<file path="src/rtl/fetch_ctrl_pkg.sv">
// fetch_ctrl_pkg: shared definitions for the fetch sequencer
// (FSM state encoding, HALT opcode default, timeout counter width).
package fetch_ctrl_pkg;

  typedef enum logic [2:0] {
    ST_IDLE   = 3'd0,
    ST_REQ    = 3'd1,
    ST_WAIT   = 3'd2,
    ST_DRAIN  = 3'd3,
    ST_HOLD   = 3'd4,
    ST_HALTED = 3'd5
  } fetch_state_e;

  localparam logic [4:0] HALT_OP_DEFAULT = 5'b00000;
  localparam int         TMO_W           = 8;

  // True when the opcode field of an instruction matches the halt opcode.
  function automatic logic is_halt(input logic [15:0] inst, input logic [4:0] op);
    return (inst[15:11] == op);
  endfunction

endpackage

</file>
<file path="src/rtl/fetch_ctrl_if.sv">
// fetch_ctrl_if: instruction-memory, decode and control signals of the
// fetch sequencer. master = fetch_ctrl side, slave = memory/decode/pc side.
interface fetch_ctrl_if;

  logic        imem_req;
  logic        imem_done;
  logic [15:0] imem_rdata;
  logic        id_valid;
  logic [15:0] id_inst;
  logic        id_ready;
  logic        flush;
  logic        pc_en;
  logic        halted;
  logic        tmo_err;

  modport master (
    output imem_req, id_valid, id_inst, pc_en, halted, tmo_err,
    input  imem_done, imem_rdata, id_ready, flush
  );

  modport slave (
    input  imem_req, id_valid, id_inst, pc_en, halted, tmo_err,
    output imem_done, imem_rdata, id_ready, flush
  );

endinterface

</file>
<file path="src/rtl/fetch_tmo.sv">
// fetch_tmo: memory-wait timeout counter (clear / enable / terminal count).
// Only built when FETCH_CTRL_TIMEOUT_EN is defined, matching its single use.
`ifdef FETCH_CTRL_TIMEOUT_EN
module fetch_tmo
  import fetch_ctrl_pkg::*;
#(
  parameter logic [TMO_W-1:0] TMO_CYCLES = 8'd255
) (
  input  logic clk,
  input  logic rst,
  input  logic clr,
  input  logic en,
  output logic tc
);

  logic [TMO_W-1:0] cnt_q;
  logic [TMO_W-1:0] cnt_d;

  // Next count: clear wins over counting; hold otherwise.
  always_comb begin
    cnt_d = cnt_q;
    if (clr) begin
      cnt_d = {TMO_W{1'b0}};
    end else if (en) begin
      cnt_d = cnt_q + {{(TMO_W-1){1'b0}}, 1'b1};
    end else begin
      cnt_d = cnt_q;
    end
  end

  // Count register.
  always_ff @(posedge clk) begin
    if (rst) begin
      cnt_q <= {TMO_W{1'b0}};
    end else begin
      cnt_q <= cnt_d;
    end
  end

  // Terminal count: this enabled cycle is the TMO_CYCLES-th without a response.
  assign tc = en && (cnt_q == (TMO_CYCLES - {{(TMO_W-1){1'b0}}, 1'b1}));

endmodule
`endif

</file>
<file path="src/rtl/fetch_ctrl.sv">
// fetch_ctrl: fetch sequencer between pc, instruction memory and decode.
// Optional memory-wait timeout enabled by defining FETCH_CTRL_TIMEOUT_EN.
module fetch_ctrl
  import fetch_ctrl_pkg::*;
#(
  parameter logic [4:0]       HALT_OP    = HALT_OP_DEFAULT,
  parameter logic [TMO_W-1:0] TMO_CYCLES = 8'd255
) (
  input  logic         clk,
  input  logic         rst,
  fetch_ctrl_if.master bus
);

  fetch_state_e state_q, state_d;
  logic [15:0]  id_inst_q, id_inst_d;
  logic         id_valid_q, id_valid_d;
  logic         halted_q, halted_d;
  logic         tmo_err_q, tmo_err_d;
  logic         imem_req_s;
  logic         pc_en_s;
  logic         tmo_tc_s;

`ifdef FETCH_CTRL_TIMEOUT_EN
  logic tmo_clr_s;
  logic tmo_en_s;
  logic in_wait_s;

  // Timeout counter controls: clear on entry to WAIT/DRAIN, count idle wait cycles.
  always_comb begin
    in_wait_s = (state_q == ST_WAIT) || (state_q == ST_DRAIN);
    tmo_clr_s = ((state_d == ST_WAIT) || (state_d == ST_DRAIN)) && (state_d != state_q);
    tmo_en_s  = in_wait_s && !bus.imem_done;
  end

  fetch_tmo #(
    .TMO_CYCLES (TMO_CYCLES)
  ) u_tmo (
    .clk (clk),
    .rst (rst),
    .clr (tmo_clr_s),
    .en  (tmo_en_s),
    .tc  (tmo_tc_s)
  );
`else
  logic unused_tmo_cfg_s;
  assign tmo_tc_s         = 1'b0;
  assign unused_tmo_cfg_s = ^TMO_CYCLES;
`endif

  // Next-state, id_inst capture and combinational strobes.
  always_comb begin
    state_d    = state_q;
    id_inst_d  = id_inst_q;
    tmo_err_d  = tmo_err_q;
    imem_req_s = 1'b0;
    pc_en_s    = 1'b0;
    case (state_q)
      ST_IDLE: begin
        state_d = ST_REQ;
      end
      ST_REQ: begin
        if (bus.flush) begin
          state_d = ST_REQ;
        end else begin
          imem_req_s = 1'b1;
          state_d    = ST_WAIT;
        end
      end
      ST_WAIT: begin
        if (bus.imem_done) begin
          if (bus.flush) begin
            state_d = ST_REQ;
          end else begin
            id_inst_d = bus.imem_rdata;
            state_d   = ST_HOLD;
          end
        end else if (tmo_tc_s) begin
          tmo_err_d = 1'b1;
          state_d   = ST_HALTED;
        end else if (bus.flush) begin
          state_d = ST_DRAIN;
        end else begin
          state_d = ST_WAIT;
        end
      end
      ST_DRAIN: begin
        if (bus.imem_done) begin
          state_d = ST_REQ;
        end else if (tmo_tc_s) begin
          tmo_err_d = 1'b1;
          state_d   = ST_HALTED;
        end else begin
          state_d = ST_DRAIN;
        end
      end
      ST_HOLD: begin
        if (bus.flush) begin
          state_d = ST_REQ;
        end else if (bus.id_ready) begin
          if (is_halt(id_inst_q, HALT_OP)) begin
            state_d = ST_HALTED;
          end else begin
            pc_en_s = 1'b1;
            state_d = ST_REQ;
          end
        end else begin
          state_d = ST_HOLD;
        end
      end
      ST_HALTED: begin
        state_d = ST_HALTED;
      end
      default: begin
        state_d = ST_IDLE;
      end
    endcase
    id_valid_d = (state_d == ST_HOLD);
    halted_d   = (state_d == ST_HALTED);
  end

  // State and registered outputs.
  always_ff @(posedge clk) begin
    if (rst) begin
      state_q    <= ST_IDLE;
      id_inst_q  <= 16'h0000;
      id_valid_q <= 1'b0;
      halted_q   <= 1'b0;
      tmo_err_q  <= 1'b0;
    end else begin
      state_q    <= state_d;
      id_inst_q  <= id_inst_d;
      id_valid_q <= id_valid_d;
      halted_q   <= halted_d;
      tmo_err_q  <= tmo_err_d;
    end
  end

  assign bus.imem_req = imem_req_s;
  assign bus.pc_en    = pc_en_s;
  assign bus.id_valid = id_valid_q;
  assign bus.id_inst  = id_inst_q;
  assign bus.halted   = halted_q;
  assign bus.tmo_err  = tmo_err_q;

endmodule

</file>
<file path="src/flat_wrapper.sv">
// flat-port wrapper written by rule: the top's interface ports become plain ports
module fetch_ctrl_flat import fetch_ctrl_pkg::*;
#(
  parameter logic [4:0]       HALT_OP    = HALT_OP_DEFAULT,
  parameter logic [TMO_W-1:0] TMO_CYCLES = 8'd255
)
  (clk, rst, bus_imem_req, bus_id_valid, bus_id_inst, bus_pc_en, bus_halted, bus_tmo_err, bus_imem_done, bus_imem_rdata, bus_id_ready, bus_flush);
  fetch_ctrl_if bus_i ();
  input  logic clk;
  input  logic rst;
  output wire logic [$bits(bus_i.imem_req)-1:0] bus_imem_req;
  output wire logic [$bits(bus_i.id_valid)-1:0] bus_id_valid;
  output wire logic [$bits(bus_i.id_inst)-1:0] bus_id_inst;
  output wire logic [$bits(bus_i.pc_en)-1:0] bus_pc_en;
  output wire logic [$bits(bus_i.halted)-1:0] bus_halted;
  output wire logic [$bits(bus_i.tmo_err)-1:0] bus_tmo_err;
  input wire logic [$bits(bus_i.imem_done)-1:0] bus_imem_done;
  input wire logic [$bits(bus_i.imem_rdata)-1:0] bus_imem_rdata;
  input wire logic [$bits(bus_i.id_ready)-1:0] bus_id_ready;
  input wire logic [$bits(bus_i.flush)-1:0] bus_flush;
  assign bus_imem_req = bus_i.imem_req;
  assign bus_id_valid = bus_i.id_valid;
  assign bus_id_inst = bus_i.id_inst;
  assign bus_pc_en = bus_i.pc_en;
  assign bus_halted = bus_i.halted;
  assign bus_tmo_err = bus_i.tmo_err;
  assign bus_i.imem_done = bus_imem_done;
  assign bus_i.imem_rdata = bus_imem_rdata;
  assign bus_i.id_ready = bus_id_ready;
  assign bus_i.flush = bus_flush;
  fetch_ctrl #(.HALT_OP(HALT_OP), .TMO_CYCLES(TMO_CYCLES)) u_core (.clk(clk), .rst(rst), .bus(bus_i));
endmodule
</file>
<file path="config.mk">
export PLATFORM = sky130hd
export DESIGN_NAME = fetch_ctrl_flat
export DESIGN_NICKNAME = d
export VERILOG_FILES = /design/src/rtl/fetch_ctrl_pkg.sv /design/src/rtl/fetch_ctrl_if.sv /design/src/rtl/fetch_tmo.sv /design/src/rtl/fetch_ctrl.sv /design/src/flat_wrapper.sv
export SDC_FILE = /design/constraint.sdc
export NUM_CORES = 1
export LEC_CHECK = 0
export ABC_AREA = 1
export CORE_MARGIN = 2
export CORE_UTILIZATION = 37
export CTS_BUF_LIST = sky130_fd_sc_hd__clkbuf_8
export CTS_CLUSTER_SIZE = 20
export DETAILED_ROUTE_END_ITERATION = 7
export PLACE_DENSITY = 0.79
export SETUP_SLACK_MARGIN = 0.2
export SYNTH_ARGS = -nofsm -noshare
export SYNTH_HDL_FRONTEND = slang
export SYNTH_SLANG_ARGS = --single-unit
</file>
<file path="constraint.sdc">
create_clock -name clk -period 1.2 [get_ports clk]
set_clock_uncertainty 0.15 [all_clocks]
set_input_delay 0.24 -clock clk [delete_from_list [all_inputs] [get_ports clk]]
set_output_delay 0.24 -clock clk [all_outputs]
set_load 0.02 [all_outputs]
</file>
==> metrics.md, run 1 <==
| Metric | Value |
|---|---|
| Status | `complete, but fails checks` |
| Failing checks | `negative setup slack` |
| Routed wire per std cell | `just under 20 microns` |
| Total congestion overflow | `0` |
| CTS clk-pin slew, worst paths | `around 80 ps` |
| Setup slack at placement | `-811 ps` |
| Combinational family with the most area after synthesis | `simple AND/OR/NAND/NOR gates` |
| Pin count of the biggest net entering global routing | `19` |
| Class of the tightest hold or removal check | `register to register` |
| CTS sink cnt | `21` |
| Data arrival time of the critical path | `roughly 1600 ps` |
| Synth Area in Compound Gates | `0.111` |
| Seq/Total Area, Yosys | `0.491` |
| Worst setup slack after layout | `-398 ps` |
| Post-layout min period | `1600 ps` |
| Setup violations, final | `28` |
| Max-Cap Viols | `0` |
| Number of buffers on the longest clock path | `2` |
| Post-Place Cell Area | `roughly 0.0014 sq mm` |
| Post-route standard cell area excluding fillers | `slightly above 0.002 sq mm` |
| Synthesized area | `approximately 860 sq um` |
| Number of violations reported at the end of detailed-routing iteration 0 | `21` |
| Nets in the synthesized netlist | `134` |
| Post-DR vias/cell | `approximately 5.3` |
| Die width | `52.1 microns` |
| Max Slew Vio Count | `0` |
| WS Path Type | `register to register` |
| Launching element type of the critical path | `register` |
| Placed wire-length estimate | `approximately 1700 microns` |
| Xor and xnor area share after synthesis | `0` |
| Cell leakage power | `roughly 0.87 nW` |
| Post-Syn Instances | `~110` |
| Routability Congestion | `0.859` |
| Die extent in y | `52.1 microns` |
| Total I/O pin count | `42` |
| Clock latency on the worst-skew pair | `~260 ps` |
| Reg2reg start | `u_core.state_q[1]` |
| Unrepaired setup endpoints after global routing | `true` |
| Synth top area share | `0.491` |
| Number of clock buffers inserted by TritonCTS | `3` |
| Antenna violations before repair | `0` |
| Start point of the critical path | `u_core.state_q[1]` |
| Number of global-route vias before repair | `~980` |
| Cells taking the most area after synthesis | `dfxtp_1 49%, nor2_1 18%, o21ai_1 5.8%, nand2_1 3.9%, o21ai_0 3.5%` |
| Number of nets with antenna violations after routing | `0` |
| Number of remaining DRC errors | `0` |
| Beginning of the worst hold path | `u_core.bus.id_inst[1]` |
| Top achievable clock speed | `between 600 and 700 MHz` |
| Final Hold Vio Count | `0` |
| Number of detailed-route iterations in the first pass | `4` |
| Clock root cell | `clkbuf_8` |
| Number of flip-flops and latches in the synthesized netlist | `21` |
| Endpoint type of the worst setup path | `register` |
| First-pass GRT wire length | `roughly 4400 microns` |
| Warnings, synthesis | `0` |
| Simple-Gate Fraction of Synth Area | `0.308` |
| Nets | `209` |
| Worst VDD drop | `between 0.6 and 0.7 mV` |
| Initial Util | `0.391` |
| PD cells | `812 mW/mm^2` |
| Die outline area | `around 0.0027 sq mm` |
| Overall fraction of global-route tracks in use | `0.223` |
| Cell accounting for the most synthesized area | `dfxtp_1` |
| Total vias in the final route | `1139` |
| Routed Wire Length | `4190 microns` |
| Share of cell area taken by muxes after synthesis | `0` |
| Final Hold Slack | `approximately 340 ps` |
| Ratio of cells with drive above 1 in the final layout | `0.706` |
| Share of synthesized cell area in full adder, half adder and majority cells | `0` |
| Relative area change from synthesis to final layout | `135%` |
| Required time of the critical path | `~1200 ps` |
| Row cnt | `17` |
| Count of buffers from port buffering | `40` |
| Mean post-synth cell area | `approximately 7.6 sq um` |
| Number of diodes | `0` |
| Depth of the CTS H-tree | `1` |
| Critical path peak fanout | `5` |
| TritonCTS clock tree | `yes` |
| Core area | `between 0.002 and 0.0025 sq mm` |
| Fin crit share | `1.33` |
| Number of distinct library cell variants in the gate-level netlist after synthesis | `20` |
[metrics by stage]
stage | std cells | setup TNS [ps] | power, W | util
after detailed placement | 190 | -17150 | 0.00101 | 0.649
after floorplan | 113 | 0 | 0.000873 | -
after CTS | 204 | -5070 | 0.00150 | 0.789
after global placement | 190 | -15820 | 0.00100 | 0.649
after global routing | 215 | -8470 | 0.00168 | 0.918
final | 215 | -7360 | 0.00163 | 0.918
[critical path, cell delays in order, from the launching register on]
cell and delay [ps]:
dfxtp_2 370, inv_4 70, buf_6 120, nor2_4 110
nand3_4 170, buf_12 180, buf_16 120, o21ai_2 130
nor2_1 70
[final cells by class]
type                            instances  area (sq um)
Fill cell                              81           180
Clock inverter                          1          3.75
Sequential cell                        21           459
Tap cell                               28          35.0
Timing Repair Buffer                   73           810
Timing Repair inverter                  1          16.3
Clock buffer                            3          41.3
Inverter                                7          53.8
Multi-Input combinational cell         81           592
[cells by family after synthesis]
| logic type | after synthesis |
|---|---|
| AOI/OAI and AO/OA | 19 |
| buffers and inverters | 11 |
| other | 1 |
| and+or+nand+nor | 61 |
| DFF | 21 |
[what timing repair did]
action,in CTS,in global routing
pin swaps,12,19
gates cloned,3,0
gates resized for setup,170,47
hold endpoints to repair,0,0
setup endpoints to repair,41,41
setup buffers,7,11
hold buffers,0,0
[flip-flops by register name (all words and copies together), names as in the netlist]
name / cells
u_core.bus.id_inst: 16
u_core.state_q: 3
u_core.bus.halted: 1
u_core.bus.id_valid: 1
[final timing paths]
| kind | end | slack (ps) | cells after the start |
|---|---|---|---|
| worst max-delay path | u_core.bus.id_inst[6] | -400 | 8 |
| worst min-delay path | u_core.bus.id_inst[1] | 340 | 2 |
| worst max register to register | u_core.bus.id_inst[6] | -400 | 8 |
| worst min register to register | u_core.bus.id_inst[1] | 340 | 2 |
[Yosys cell counts]
master / count
buf_12: 1
inv_2: 1
dfxtp_1: 21
o21ai_1: 10
conb_1: 1
nand3b_1: 1
nor2_4: 1
buf_1: 1
nand3_1: 5
buf_6: 1
o21ai_0: 6
buf_4: 1
nand2_1: 9
inv_6: 1
nor3_1: 1
nor2_1: 42
inv_1: 5
nand3_4: 1
a21oi_1: 3
nor2_2: 1
[routing by layer]
layer | track usage | vias up | part of all wire | wire length, microns
li1 | - | 506 | - | -
met1 | 0.260 | 553 | 0.36 | 1510
met2 | 0.401 | 56 | 0.54 | 2250
met3 | 0.0489 | 24 | 0.050 | 208
met4 | 0.0726 | 0 | 0.052 | 218
met5 | 0 | - | 0 | 0
[power by group]
part,total (W),switching (W),internal [W]
sequential,0.000736,0.0000250,0.000711
clock,0.000469,0.000241,0.000228
combinational,0.000428,0.000209,0.000219
total,0.00163,0.000475,0.00116
[placed cells by master (no fill, tap or decap), types with 2 or more instances in the layout]
cell	count
buf_6	33
buf_4	14
buf_12	4
nand3_4	3
inv_4	3
dfxtp_4	5
nand2_2	5
nand2_4	2
nor2_2	8
inv_2	2
a21oi_4	2
o21ai_2	16
dfxtp_2	16
nor2_1	27
clkbuf_8	3
nand3_1	2
nor2_4	9
clkdlybuf4s50_1	18
nand2_1	2
dlygate4sd2_1	2
buf_16	2
(Power assumes the default switching activity.)
==> run 2: changes to the inputs <==
- ABC_CLOCK_PERIOD_IN_PS: not set -> 1200
- CAP_MARGIN: not set -> 20
==> results of run 2 <==
No change in the layout: final DEF, timing and power equal those of run 1.
==> run 3: changes to the inputs <==
- TNS_END_PERCENT: not set -> 10
==> run 3 against run 2 <==
Net effect: clock power fell by 5.1%; first-iteration DRC count shrank 43%; die area unchanged; setup slack better by 73 ps; sequential share of layout area is 5.0 points higher; combinational power is 25% lower; worst hold slack worse by 9.7 ps; the run still ends with negative setup slack left; non-clock buffer count decreased by 15; critical path depth down 4; via count fell by 16%; sequential power fell by 0.7%; power down 8.3%.
==> metrics.md, run 3 (synthesis gave the netlist of run 1 again) <==
| Metric | Value |
|---|---|
| Number of nets with antenna violations after routing | `0 (unchanged)` |
| PD cells | `958 mW/mm^2 (+18%)` |
| Number of detailed-route iterations in the first pass | `4 (unchanged)` |
| Data arrival time of the critical path | `1140 ps (-460 ps)` |
| Overall fraction of global-route tracks in use | `0.214 (-0.00906)` |
| Unrepaired setup endpoints after global routing | `true` |
| Met2 track utilization from global routing | `0.388 (-0.0127)` |
| Die extent in y | `52.1 microns (unchanged)` |
| Setup slack at placement | `-800 ps (+11.5 ps)` |
| Number of clock buffers inserted by TritonCTS | `3 (unchanged)` |
| Final Hold Slack | `329 ps (-9.75 ps)` |
| Largest register FFs | `16 (unchanged)` |
| Slew HR | `0.626` |
| Number of buffers on the longest clock path | `2 (unchanged)` |
| Most frequent standard cell in the layout excluding fill and tap cells | `nor2_1` |
| Die width | `52.1 microns (unchanged)` |
| Number of non-filler instances in the completed layout | `199 (-7.4%)` |
| Quantity of hold-fixing buffers added after cts | `0 (unchanged)` |
| Met3 capacity usage during global routing | `0.0431 (-0.00575)` |
| First-pass GRT wire length | `4180 microns (-5.6%)` |
| Max-Cap Viols | `0 (unchanged)` |
| Worst setup slack after layout | `-325 ps (+73.2 ps)` |
| Total vias in the final route | `953 (-16%)` |
| TritonCTS clock tree | `yes` |
| Cells traversed along the worst timing path | `inv_2 > nand3_2 > nor3_4 > buf_6` |
| Cell leakage power | `0.688 nW (-21%)` |
| Highest-count cells in the layout ignoring fill and taps | `41 x nor2_1, 23 x buf_6, 19 x clkdlybuf4s50_1` |
| Die outline area | `0.00272 sq mm (unchanged)` |
| Max Slew Vio Count | `0 (unchanged)` |
| Post-layout min period | `1530 ps (-73.2 ps)` |
| Worst VDD drop | `1.01 mV (+49%)` |
| Power share of the clock group | `0.297 (+0.010)` |
| Number of diodes | `0 (unchanged)` |
| Top achievable clock speed | `656 MHz (+4.8%)` |
| Number of remaining DRC errors | `0 (unchanged)` |
| Depth of the CTS H-tree | `1 (unchanged)` |
| Count of buffers from port buffering | `40 (unchanged)` |
| Placed wire-length estimate | `1760 microns (+2.0%)` |
| Sequential cell fraction of total power | `0.488 (+0.037)` |
| Failing checks | `negative setup slack` |
| Met1 usage in global routing | `0.226 (-0.0341)` |
| Switching power of the nets | `0.000384 W (-19%)` |
| Class of the tightest hold or removal check | `register to register` |
| Clock latency on the worst-skew pair | `260 ps (about the same)` |
| Final Hold Vio Count | `0 (unchanged)` |
| Row cnt | `17 (unchanged)` |
| Number of global-route vias before repair | `1016 (+3.4%)` |
| Number of violations reported at the end of detailed-routing iteration 0 | `12 (-43%)` |
| Fillers | `169 (+110%)` |
| Routed wire per std cell | `12.6 microns (-36%)` |
| Switching part of the total power | `0.256 (-0.0347)` |
| Nets | `193 (-7.7%)` |
| CTS sink cnt | `21 (unchanged)` |
| Cell with the largest stage delay on the worst path | `dfxtp_2` |
| WS Path Type | `register to output port` |
| Routed Wire Length | `2500 microns (-40%)` |
| Relative area change from synthesis to final layout | `82.5%` |
| Clock root cell | `clkbuf_8` |
| Status | `complete, but fails checks` |
| Routing layer with the top usage in global route | `met2` |
| Required time of the critical path | `810 ps (-400 ps)` |
| Post-DR vias/cell | `4.79 (-9.6%)` |
| Total congestion overflow | `0 (unchanged)` |
| Total placed cells including tap cells | `191 (+0.53%)` |
| Fin crit share | `1.27 (-0.0610)` |
| Actual slew at the worst max-slew pin | `561 ps` |
| Critical path peak fanout | `3 (-2)` |
| Initial Util | `0.391 (unchanged)` |
| Routability Congestion | `0.844 (-1.7%)` |
| Antenna violations before repair | `0 (unchanged)` |
| Endpoint type of the worst setup path | `output port` |
| Internal Pwr Total | `0.00111 W (-3.8%)` |
| Setup violations, final | `27 (-3.6%)` |
| Core area | `0.00219 sq mm (unchanged)` |
| Biggest cell delay along the critical path | `350 ps (-20 ps)` |
| Launching element type of the critical path | `register` |
| Ratio of cells with drive above 1 in the final layout | `0.404 (-0.302)` |
| Portion of total power attributed to combinational logic | `0.215 (-0.047)` |
| CTS clk-pin slew, worst paths | `70 ps (about the same)` |
| Pin count of the biggest net entering global routing | `19 (unchanged)` |
| Total I/O pin count | `42 (unchanged)` |
run 3: stage by stage:
step / TNS [ps] / cell area (sq um) / util / total power [W]
after floorplan: 0 / 911 / - / 0.000872
after global placement: -15790 / 1420 / 0.649 / 0.00101
after detailed placement: -16870 / 1420 / 0.649 / 0.00102
after CTS: -5340 / 1510 / 0.690 / 0.00148
after global routing: -6900 / 1560 / 0.714 / 0.00157
final: -5390 / 1560 / 0.714 / 0.00150
run 3: layout make-up:
cell class | instances | area, sq um | area share
inverter | 7 | 41.3 | 0.0264
multi-input combinational | 81 | 427 | 0.273
tap | 28 | 35.0 | 0.0224
clock buffer | 3 | 41.3 | 0.0264
sequential | 21 | 435 | 0.278
clock inverter | 1 | 3.75 | 0.00240
timing repair buffer | 58 | 581 | 0.371
run 3: worst max-delay path: cells and delay by family, from the launching register on:
family / cells / cell delay (ps)
flops: 1 / 350
buf+inv: 2 / 210
simple gates: 2 / 310
run 3: final timing paths:
path | from | to | slack [ps] | depth (start not counted)
max | u_core.state_q[0] | bus_pc_en | -330 | 4
min reg2reg | u_core.bus.id_inst[7] | u_core.bus.id_inst[7] | 330 | 2
max reg2reg | u_core.state_q[1] | u_core.bus.halted | -290 | 11
min | u_core.bus.id_inst[7] | u_core.bus.id_inst[7] | 330 | 2
run 3: repair_timing:
item / CTS / global route
pin swaps: 5 / 13
cloned: 0 / 0
endpoints found under the setup margin: 41 / 41
gates resized for setup: 125 / 15
setup buffers: 3 / 1
run 3: routing by layer:
metal | vias to the layer above | wire length [microns]
li1 | 477 | -
met4 | 0 | 42
met2 | 33 | 1350
met3 | 5 | 163
met5 | - | 0
met1 | 438 | 941
run 3: power groups by stage:
stage          clock network (W)  logic [W]  registers (W)
2_1_floorplan                  0   0.000113       0.000759
3_3_place_gp                   0   0.000266       0.000743
3_5_place_dp                   0   0.000275       0.000745
4_1_cts                 0.000458   0.000294       0.000730
5_1_grt                 0.000491   0.000350       0.000732
6_report                0.000445   0.000322       0.000731
